--- src/rtl/fp_pkg.sv ---
// Shared parameters, payload types and ring-pointer helper for the fingerprint hasher.
package fp_pkg;

    localparam int unsigned PEAKS          = 6;
    localparam int unsigned FREQ_WIDTH     = 8;
    localparam int unsigned AMPL_WIDTH     = 16;
    localparam int unsigned TIME_WIDTH     = 16;
    localparam int unsigned TARGET_FRAMES  = 3;
    localparam int unsigned DT_WIDTH       = $clog2(TARGET_FRAMES + 1);
    localparam int unsigned DEPTH          = TARGET_FRAMES + 1;
    localparam int unsigned PTR_WIDTH      = (DEPTH > 1) ? $clog2(DEPTH) : 1;
    localparam int unsigned CNT_WIDTH      = $clog2(DEPTH + 1);
    localparam int unsigned PEAK_IDX_WIDTH = (PEAKS > 1) ? $clog2(PEAKS) : 1;
    localparam int unsigned HASH_WIDTH     = 2 * FREQ_WIDTH + DT_WIDTH;
    localparam int unsigned DROP_WIDTH     = 8;

    typedef logic [PEAKS-1:0][FREQ_WIDTH-1:0] freq_vec_t;
    typedef logic [PEAKS-1:0][AMPL_WIDTH-1:0] amp_vec_t;

    // One frame of peaks; "time" is a keyword, hence frame_time.
    typedef struct packed {
        freq_vec_t               freqs;
        amp_vec_t                amps;
        logic [TIME_WIDTH-1:0]   frame_time;
    } peak_frame_t;

    typedef struct packed {
        logic [FREQ_WIDTH-1:0]   f_anchor;
        logic [FREQ_WIDTH-1:0]   f_target;
        logic [DT_WIDTH-1:0]     dt;
    } fp_hash_t;

    typedef enum logic [1:0] {
        IDLE = 2'd0,
        GEN  = 2'd1,
        POP  = 2'd2
    } fsm_state_t;

    // Ring pointer addition modulo DEPTH (off is always below DEPTH).
    function automatic logic [PTR_WIDTH-1:0] ptr_add(input logic [PTR_WIDTH-1:0] ptr,
                                                     input logic [PTR_WIDTH-1:0] off);
        logic [PTR_WIDTH:0] sum;
        sum = {1'b0, ptr} + {1'b0, off};
        if (sum >= (PTR_WIDTH + 1)'(DEPTH)) begin
            sum = sum - (PTR_WIDTH + 1)'(DEPTH);
        end
        return sum[PTR_WIDTH-1:0];
    endfunction

endpackage

--- src/rtl/fingerprint_hasher_if.sv ---
// Peak-frame intake and hash output handshake bundle.
interface fingerprint_hasher_if;
    import fp_pkg::*;

    logic                   peaks_valid;
    logic                   peaks_ready;
    freq_vec_t              freqs_in;
    amp_vec_t               amps_in;
    logic [TIME_WIDTH-1:0]  time_in;
    fp_hash_t               hash_out;
    logic [TIME_WIDTH-1:0]  anchor_time_out;
    logic                   hash_valid;
    logic                   hash_ready;

    modport master (
        output peaks_valid, freqs_in, amps_in, time_in, hash_ready,
        input  peaks_ready, hash_out, anchor_time_out, hash_valid
    );

    modport slave (
        input  peaks_valid, freqs_in, amps_in, time_in, hash_ready,
        output peaks_ready, hash_out, anchor_time_out, hash_valid
    );

endinterface

--- src/rtl/fingerprint_hasher_buffer.sv ---
// Ring of the most recent DEPTH peak frames with anchor and target read ports.
module peak_frame_buffer
    import fp_pkg::*;
(
    input  logic                  clk,
    input  logic                  reset,
    input  logic                  push,
    input  peak_frame_t           push_frame,
    input  logic                  pop,
    input  logic [PTR_WIDTH-1:0]  target_off,
    output peak_frame_t           anchor_frame,
    output freq_vec_t             target_freqs,
    output amp_vec_t              target_amps,
    output logic [CNT_WIDTH-1:0]  count
);

    peak_frame_t           mem [DEPTH];
    logic [PTR_WIDTH-1:0]  wr_ptr;
    logic [PTR_WIDTH-1:0]  rd_ptr;
    logic [PTR_WIDTH-1:0]  target_ptr;

    // Frame storage; contents are don't-care after reset.
    always_ff @(posedge clk) begin
        if (push) begin
            mem[wr_ptr] <= push_frame;
        end
    end

    // Pointers and occupancy.
    always_ff @(posedge clk or posedge reset) begin
        if (reset) begin
            wr_ptr <= '0;
            rd_ptr <= '0;
            count  <= '0;
        end else begin
            if (push) begin
                wr_ptr <= ptr_add(wr_ptr, PTR_WIDTH'(1));
            end
            if (pop) begin
                rd_ptr <= ptr_add(rd_ptr, PTR_WIDTH'(1));
            end
            if (push && !pop) begin
                count <= count + CNT_WIDTH'(1);
            end else if (pop && !push) begin
                count <= count - CNT_WIDTH'(1);
            end
        end
    end

    assign target_ptr   = ptr_add(rd_ptr, target_off);
    assign anchor_frame = mem[rd_ptr];
    assign target_freqs = mem[target_ptr].freqs;
    assign target_amps  = mem[target_ptr].amps;

endmodule

--- src/rtl/fingerprint_hasher.sv ---
// Pairs anchor-frame peaks with target-zone peaks and streams constellation hashes.
module fingerprint_hasher
    import fp_pkg::*;
(
    input  logic                   clk,
    input  logic                   reset,
    fingerprint_hasher_if.slave    bus,
    output logic [DROP_WIDTH-1:0]  drop_count
);

    localparam logic [PEAK_IDX_WIDTH-1:0] LAST_PEAK = PEAK_IDX_WIDTH'(PEAKS - 1);
    localparam logic [DT_WIDTH-1:0]       LAST_DT   = DT_WIDTH'(TARGET_FRAMES);

    fsm_state_t                 state;
    logic [PEAK_IDX_WIDTH-1:0]  a_idx;
    logic [PEAK_IDX_WIDTH-1:0]  t_idx;
    logic [DT_WIDTH-1:0]        d_idx;
    fp_hash_t                   hash_q;
    logic [TIME_WIDTH-1:0]      anchor_time_q;
    logic                       hash_valid_q;
    logic                       peaks_ready_q;
    logic [DROP_WIDTH-1:0]      drop_q;

    peak_frame_t                push_frame_c;
    peak_frame_t                anchor_frame;
    freq_vec_t                  target_freqs;
    amp_vec_t                   target_amps;
    logic [CNT_WIDTH-1:0]       count;
    logic                       push_c;
    logic                       pop_c;
    logic                       slot_free_c;
    logic                       cand_valid_c;
    logic                       last_cand_c;

    // Candidate evaluation and buffer control.
    assign push_frame_c = '{freqs: bus.freqs_in, amps: bus.amps_in, frame_time: bus.time_in};
    assign push_c       = (state == IDLE) && bus.peaks_valid;
    assign pop_c        = (state == POP);
    assign slot_free_c  = !hash_valid_q || bus.hash_ready;
    assign cand_valid_c = (anchor_frame.amps[a_idx] != '0) && (target_amps[t_idx] != '0);
    assign last_cand_c  = (a_idx == LAST_PEAK) && (d_idx == LAST_DT) && (t_idx == LAST_PEAK);

    peak_frame_buffer u_buffer (
        .clk          (clk),
        .reset        (reset),
        .push         (push_c),
        .push_frame   (push_frame_c),
        .pop          (pop_c),
        .target_off   (PTR_WIDTH'(d_idx)),
        .anchor_frame (anchor_frame),
        .target_freqs (target_freqs),
        .target_amps  (target_amps),
        .count        (count)
    );

    // Control FSM with registered handshake outputs and drop counter.
    always_ff @(posedge clk or posedge reset) begin
        if (reset) begin
            state         <= IDLE;
            a_idx         <= '0;
            d_idx         <= '0;
            t_idx         <= '0;
            hash_q        <= '0;
            anchor_time_q <= '0;
            hash_valid_q  <= 1'b0;
            peaks_ready_q <= 1'b1;
            drop_q        <= '0;
        end else begin
            if (bus.peaks_valid && !peaks_ready_q && (drop_q != '1)) begin
                drop_q <= drop_q + DROP_WIDTH'(1);
            end
            if (hash_valid_q && bus.hash_ready) begin
                hash_valid_q <= 1'b0;
            end
            unique case (state)
                IDLE: begin
                    if (bus.peaks_valid && (count == CNT_WIDTH'(DEPTH - 1))) begin
                        state         <= GEN;
                        peaks_ready_q <= 1'b0;
                        a_idx         <= '0;
                        d_idx         <= DT_WIDTH'(1);
                        t_idx         <= '0;
                    end
                end
                GEN: begin
                    if (slot_free_c) begin
                        if (cand_valid_c) begin
                            hash_q        <= '{f_anchor: anchor_frame.freqs[a_idx],
                                               f_target: target_freqs[t_idx],
                                               dt:       d_idx};
                            anchor_time_q <= anchor_frame.frame_time;
                            hash_valid_q  <= 1'b1;
                        end
                        if (last_cand_c) begin
                            state <= POP;
                        end else if (t_idx != LAST_PEAK) begin
                            t_idx <= t_idx + PEAK_IDX_WIDTH'(1);
                        end else begin
                            t_idx <= '0;
                            if (d_idx != LAST_DT) begin
                                d_idx <= d_idx + DT_WIDTH'(1);
                            end else begin
                                d_idx <= DT_WIDTH'(1);
                                a_idx <= a_idx + PEAK_IDX_WIDTH'(1);
                            end
                        end
                    end
                end
                POP: begin
                    state         <= IDLE;
                    peaks_ready_q <= 1'b1;
                end
                default: begin
                    state <= IDLE;
                end
            endcase
        end
    end

    assign bus.peaks_ready     = peaks_ready_q;
    assign bus.hash_out        = hash_q;
    assign bus.anchor_time_out = anchor_time_q;
    assign bus.hash_valid      = hash_valid_q;
    assign drop_count          = drop_q;

endmodule

--- src/flat_wrapper.sv ---
// flat-port wrapper written by rule: the top's interface ports become plain ports
module fingerprint_hasher_flat import fp_pkg::*;
  (clk, reset, drop_count, bus_peaks_valid, bus_freqs_in, bus_amps_in, bus_time_in, bus_hash_ready, bus_peaks_ready, bus_hash_out, bus_anchor_time_out, bus_hash_valid);
  fingerprint_hasher_if bus_i ();
  input  logic clk;
  input  logic reset;
  output logic [DROP_WIDTH-1:0] drop_count;
  input wire logic [$bits(bus_i.peaks_valid)-1:0] bus_peaks_valid;
  input wire logic [$bits(bus_i.freqs_in)-1:0] bus_freqs_in;
  input wire logic [$bits(bus_i.amps_in)-1:0] bus_amps_in;
  input wire logic [$bits(bus_i.time_in)-1:0] bus_time_in;
  input wire logic [$bits(bus_i.hash_ready)-1:0] bus_hash_ready;
  output wire logic [$bits(bus_i.peaks_ready)-1:0] bus_peaks_ready;
  output wire logic [$bits(bus_i.hash_out)-1:0] bus_hash_out;
  output wire logic [$bits(bus_i.anchor_time_out)-1:0] bus_anchor_time_out;
  output wire logic [$bits(bus_i.hash_valid)-1:0] bus_hash_valid;
  assign bus_i.peaks_valid = bus_peaks_valid;
  assign bus_i.freqs_in = bus_freqs_in;
  assign bus_i.amps_in = bus_amps_in;
  assign bus_i.time_in = bus_time_in;
  assign bus_i.hash_ready = bus_hash_ready;
  assign bus_peaks_ready = bus_i.peaks_ready;
  assign bus_hash_out = bus_i.hash_out;
  assign bus_anchor_time_out = bus_i.anchor_time_out;
  assign bus_hash_valid = bus_i.hash_valid;
  fingerprint_hasher u_core (.clk(clk), .reset(reset), .bus(bus_i), .drop_count(drop_count));
endmodule
--- config.mk ---
export PLATFORM = sky130hd
export DESIGN_NAME = fingerprint_hasher_flat
export DESIGN_NICKNAME = d
export VERILOG_FILES = /design/src/rtl/fp_pkg.sv /design/src/rtl/fingerprint_hasher_if.sv /design/src/rtl/fingerprint_hasher_buffer.sv /design/src/rtl/fingerprint_hasher.sv /design/src/flat_wrapper.sv
export SDC_FILE = /design/constraint.sdc
export NUM_CORES = 1
export LEC_CHECK = 0
export ABC_AREA = 0
export BUFFER_PORTS_ARGS = -buffer_cell sky130_fd_sc_hd__buf_2
export CAP_MARGIN = 20
export CELL_PAD_IN_SITES_DETAIL_PLACEMENT = 0
export CELL_PAD_IN_SITES_GLOBAL_PLACEMENT = 1
export CORE_MARGIN = 1
export CORE_UTILIZATION = 40
export DETAILED_ROUTE_END_ITERATION = 8
export PLACE_DENSITY_LB_ADDON = 0.1
export RECOVER_POWER = 100
export SLEW_MARGIN = 20
export SYNTH_ARGS = -nofsm -noshare
export SYNTH_HDL_FRONTEND = slang
export SYNTH_SLANG_ARGS = --single-unit
--- constraint.sdc ---
create_clock -name clk -period 11.4 [get_ports clk]
set_input_delay 2.28 -clock clk [delete_from_list [all_inputs] [get_ports clk]]
set_output_delay 2.28 -clock clk [all_outputs]
set_load 0.05 [all_outputs]
==> results.py <==
metrics = {
    "outcome": {
        "status": "finished, violations left",
        "violations": "max-capacitance violations, max-slew violations",
    },
    "logic_synthesis": {
        "yosys-mux-area-fraction_pct": 13.4,
        "synth-xor-area-share_pct": 0.558,
        "synth_ff_type": "edfxtp_1",
        "synth_nets": 1592,
        "yosys-top-cells-area": "edfxtp_1 70%, mux4_2 11%, dfrtp_1 5.4%, mux2_4 1.6%, nor4_1 1.2%",
        "ys_types": 71,
        "synth.avg_cell_area_um2": 19.5,
        "synth_compound_area_share_pct": 2.87,
        "yosys.area_share.simple_pct": 6.18,
        "ys_seq_area_share_pct": 75.2,
        "synth_most_common_cell": "edfxtp_1",
        "synthesis.area_um2": 27600,
        "ys_top_cells_by_count": "640 x edfxtp_1, 133 x mux4_2, 60 x dfrtp_1",
        "synth_top_area_cell": "edfxtp_1",
        "syn_inst": 1416,
        "synth-edff-count": 640,
        "synthAdderAreaFrac_pct": 0.571,
        "async_reset_ff_share_pct": 8.70,
        "synth_top_family_by_area": "multiplexers",
        "yosys_warnings": 0,
        "synth_top_area_share_pct": 69.7,
        "ys_ff_latch": 701,
    },
    "critical_path": {
        "cp_data_arrival_time_ns": 7.82,
        "cp_slowest_cell": "and2_0",
        "critical_path_peak_fanout": 48,
        "cpPeakStageDelay_ns": 2.57,
        "path_class": "in2reg",
        "rrSetupSlack_ns": 4.14,
        "crit_start": "bus_peaks_valid",
        "cp_data_required_time_ns": 11.57,
        "reg2reg_from": "u_core.u_buffer.rd_ptr[0]",
        "crit_path_start_kind": "primary input",
        "crit_family": "simple AND/OR/NAND/NOR gates",
        "path_buf_inv": 3,
        "cp-end-kind": "flip-flop",
        "crit_chain": "buf_2, inv_1, nor3_1, and2_0, clkbuf_1",
    },
    "power": {
        "power_mw": 7.61,
        "max-vdd-ir-drop_uv": 142,
        "powerDensity_nw_per_um2": 239,
        "p_leak_nw": 10.1,
    },
    "floorplan": {
        "initial_core_util_pct": 40.7,
        "core_area_um2": 67800,
        "ios": 208,
        "dieArea_um2": 70000,
        "die_w_um": 265,
        "num_rows": 95,
        "fp.dieH_um": 265,
    },
    "placed_design": {
        "place_inst": 2461,
        "dp_hpwl_mm": 42.3,
        "io_buffers": 207,
        "finalWeightedCongestion": 0.777,
    },
    "layout": {
        "stdcell_count": 2603,
        "syn_to_final_growth_pct": 15.2,
        "drive_above_1_share_pct": 16.9,
        "nFillCells": 5912,
        "fin_nets": 1843,
    },
    "clock_network": {
        "cts_tree": "built",
        "clk_pin_slew_worst_paths_ns": 0.06,
        "clkSinkCount": 701,
        "cts_hold_buf": 0,
        "cts_resized": 0,
        "insertion_delay_ns": 0.62,
        "h-tree-depth": 3,
        "cts_setup_buffers": 0,
        "cts_max_path_buffers": 3,
        "clockRootBuffer": "clkbuf_16",
        "cts-buffers-inserted": 77,
    },
    "global_route": {
        "antenna_found_initial": 6,
        "grt_overflow_total": 0,
        "grt_max_degree": 77,
        "grt_pass1_wl_mm": 97.5,
        "grt_use_total_pct": 19.0,
        "grt_pass1_vias": 14916,
    },
    "routing": {
        "drc_errors": 0,
        "drt-vias-per-instance": 5.55,
        "dr.first_iter.drc_count": 999,
        "first_pass_iters": 5,
        "wl_per_cell_um": 25.4,
        "drt_wl_total_mm": 66.0,
        "routed-via-count": 14434,
        "ant_nets": 0,
    },
    "sta": {
        "rsz0062_at_grt": "false",
        "fin_hold_ws_ns": 0.464,
        "min_period_over_period_pct": 67.2,
        "hold_viol_final": 0,
        "worstMarginPinSlew_ns": 3.88,
        "relSlewSlack_pct": -158,
        "tns_ns": 0,
        "timing.fmax_mhz": 131,
        "report.final.setup_viol": 0,
        "skew_ns": 0.0265,
        "finalMaxSlewViolations": 379,
        "final.min_clock_period_ns": 7.66,
    },
    "min_path": {
        "hold_path_class": "reg2reg",
        "hp-start": "u_core.u_buffer.count[2]",
    },
    "flow_run": {
        "cap_violations": 8,
    },
}
## logic make-up (layout without fill, tap and decap cells)
kind of cell               Yosys count  in the layout
other                                0              2
adders and majority gates           12             12
and+or+nand+nor                    315            315
DFF                                701            701
xor gates and xnor gates            16             16
buffers and inverters               72            384
muxes                              187            187
AOI/OAI and AO/OA                  113            113
## sequential cells by signal (all words and copies together) (netlist names)
signal	cells
u_core.u_buffer.wr_ptr	2
u_core.u_buffer.count	3
u_core.state	2
u_core.d_idx	2
u_core.a_idx	3
u_core.bus.hash_out	18
u_core.drop_count	8
u_core.t_idx	3
u_core.bus.hash_valid	1
u_core.bus.peaks_ready	1
u_core.u_buffer.mem	640
u_core.u_buffer.rd_ptr	2
u_core.bus.anchor_time_out	16
## worst paths after layout
check                                            endpoint  cells after the start
max                            u_core.u_buffer.mem[1][24]                      5
min                              u_core.u_buffer.count[2]                      1
max reg2reg                        u_core.bus.hash_out[5]                      8
min reg2reg                      u_core.u_buffer.count[2]                      1
max in group asynchronous       u_core.u_buffer.rd_ptr[1]                      3
min in group asynchronous  u_core.bus.anchor_time_out[10]                      3
## layout make-up
| type | instances | area, um2 | area share [%] |
|---|---|---|---|
| Antenna cell | 2 | 5.00 | 0.0157 |
| Sequential cell | 701 | 20700 | 65.3 |
| Clock buffer | 86 | 2010 | 6.33 |
| Timing Repair Buffer | 226 | 905 | 2.85 |
| Clock inverter | 54 | 551 | 1.73 |
| Tap cell | 873 | 1090 | 3.44 |
| Inverter | 18 | 67.6 | 0.212 |
| Multi-Input combinational cell | 643 | 6410 | 20.2 |
## worst register-to-register path, cell delays in order, from the launching register on
cell,delay [ns]
dfrtp_1,1.04
clkbuf_1,2.78
inv_2,0.80
mux4_2,0.74
o211ai_1,0.12
a21oi_1,0.11
a311oi_2,0.40
nand3_4,0.57
mux2_1,0.58
## metal layers
metal | track usage, % | vias to the layer above | routed length [um]
met5 | 0 | - | 40
met4 | 5.45 | 6 | 1550
met3 | 3.56 | 103 | 3260
met2 | 31.4 | 391 | 32500
met1 | 25.8 | 7537 | 28600
li1 | - | 6397 | -
## where the power goes
group / total (mW) / switching [mW] / internal, mW / leakage (nW)
combinational: 1.55 / 1.06 / 0.498 / 2.24
sequential: 3.56 / 0.207 / 3.35 / 6.57
clock: 2.50 / 0.996 / 1.50 / 1.26
total: 7.61 / 2.26 / 5.35 / 10.1
## stage by stage
stage | util, % | cell area (um2) | setup WS [ns]
global placement | 43.7 | 29600 | 6.07
floorplan | - | 27600 | 4.36
global route | 46.9 | 31800 | 3.22
finish | 46.9 | 31800 | 3.74
CTS | 47.5 | 32200 | 6.60
detailed placement | 43.7 | 29600 | 5.96
## layout by cell type, fill, tap and decap left out, types with 10 or more instances in the layout
| cell | n |
|---|---|
| a21oi_1 | 13 |
| ha_1 | 10 |
| nor4_1 | 53 |
| clkbuf_16 | 79 |
| clkinv_2 | 19 |
| bufinv_16 | 10 |
| xnor2_1 | 12 |
| o21ai_0 | 27 |
| buf_4 | 14 |
| mux2_1 | 28 |
| nor2_1 | 50 |
| inv_1 | 17 |
| nand4_1 | 21 |
| nand2_1 | 54 |
| mux4_2 | 133 |
| clkinv_1 | 15 |
| nand3_1 | 22 |
| mux2i_1 | 18 |
| dfrtp_1 | 59 |
| edfxtp_1 | 640 |
| nor3_1 | 51 |
| clkbuf_1 | 215 |
(Power assumes the default switching activity.)
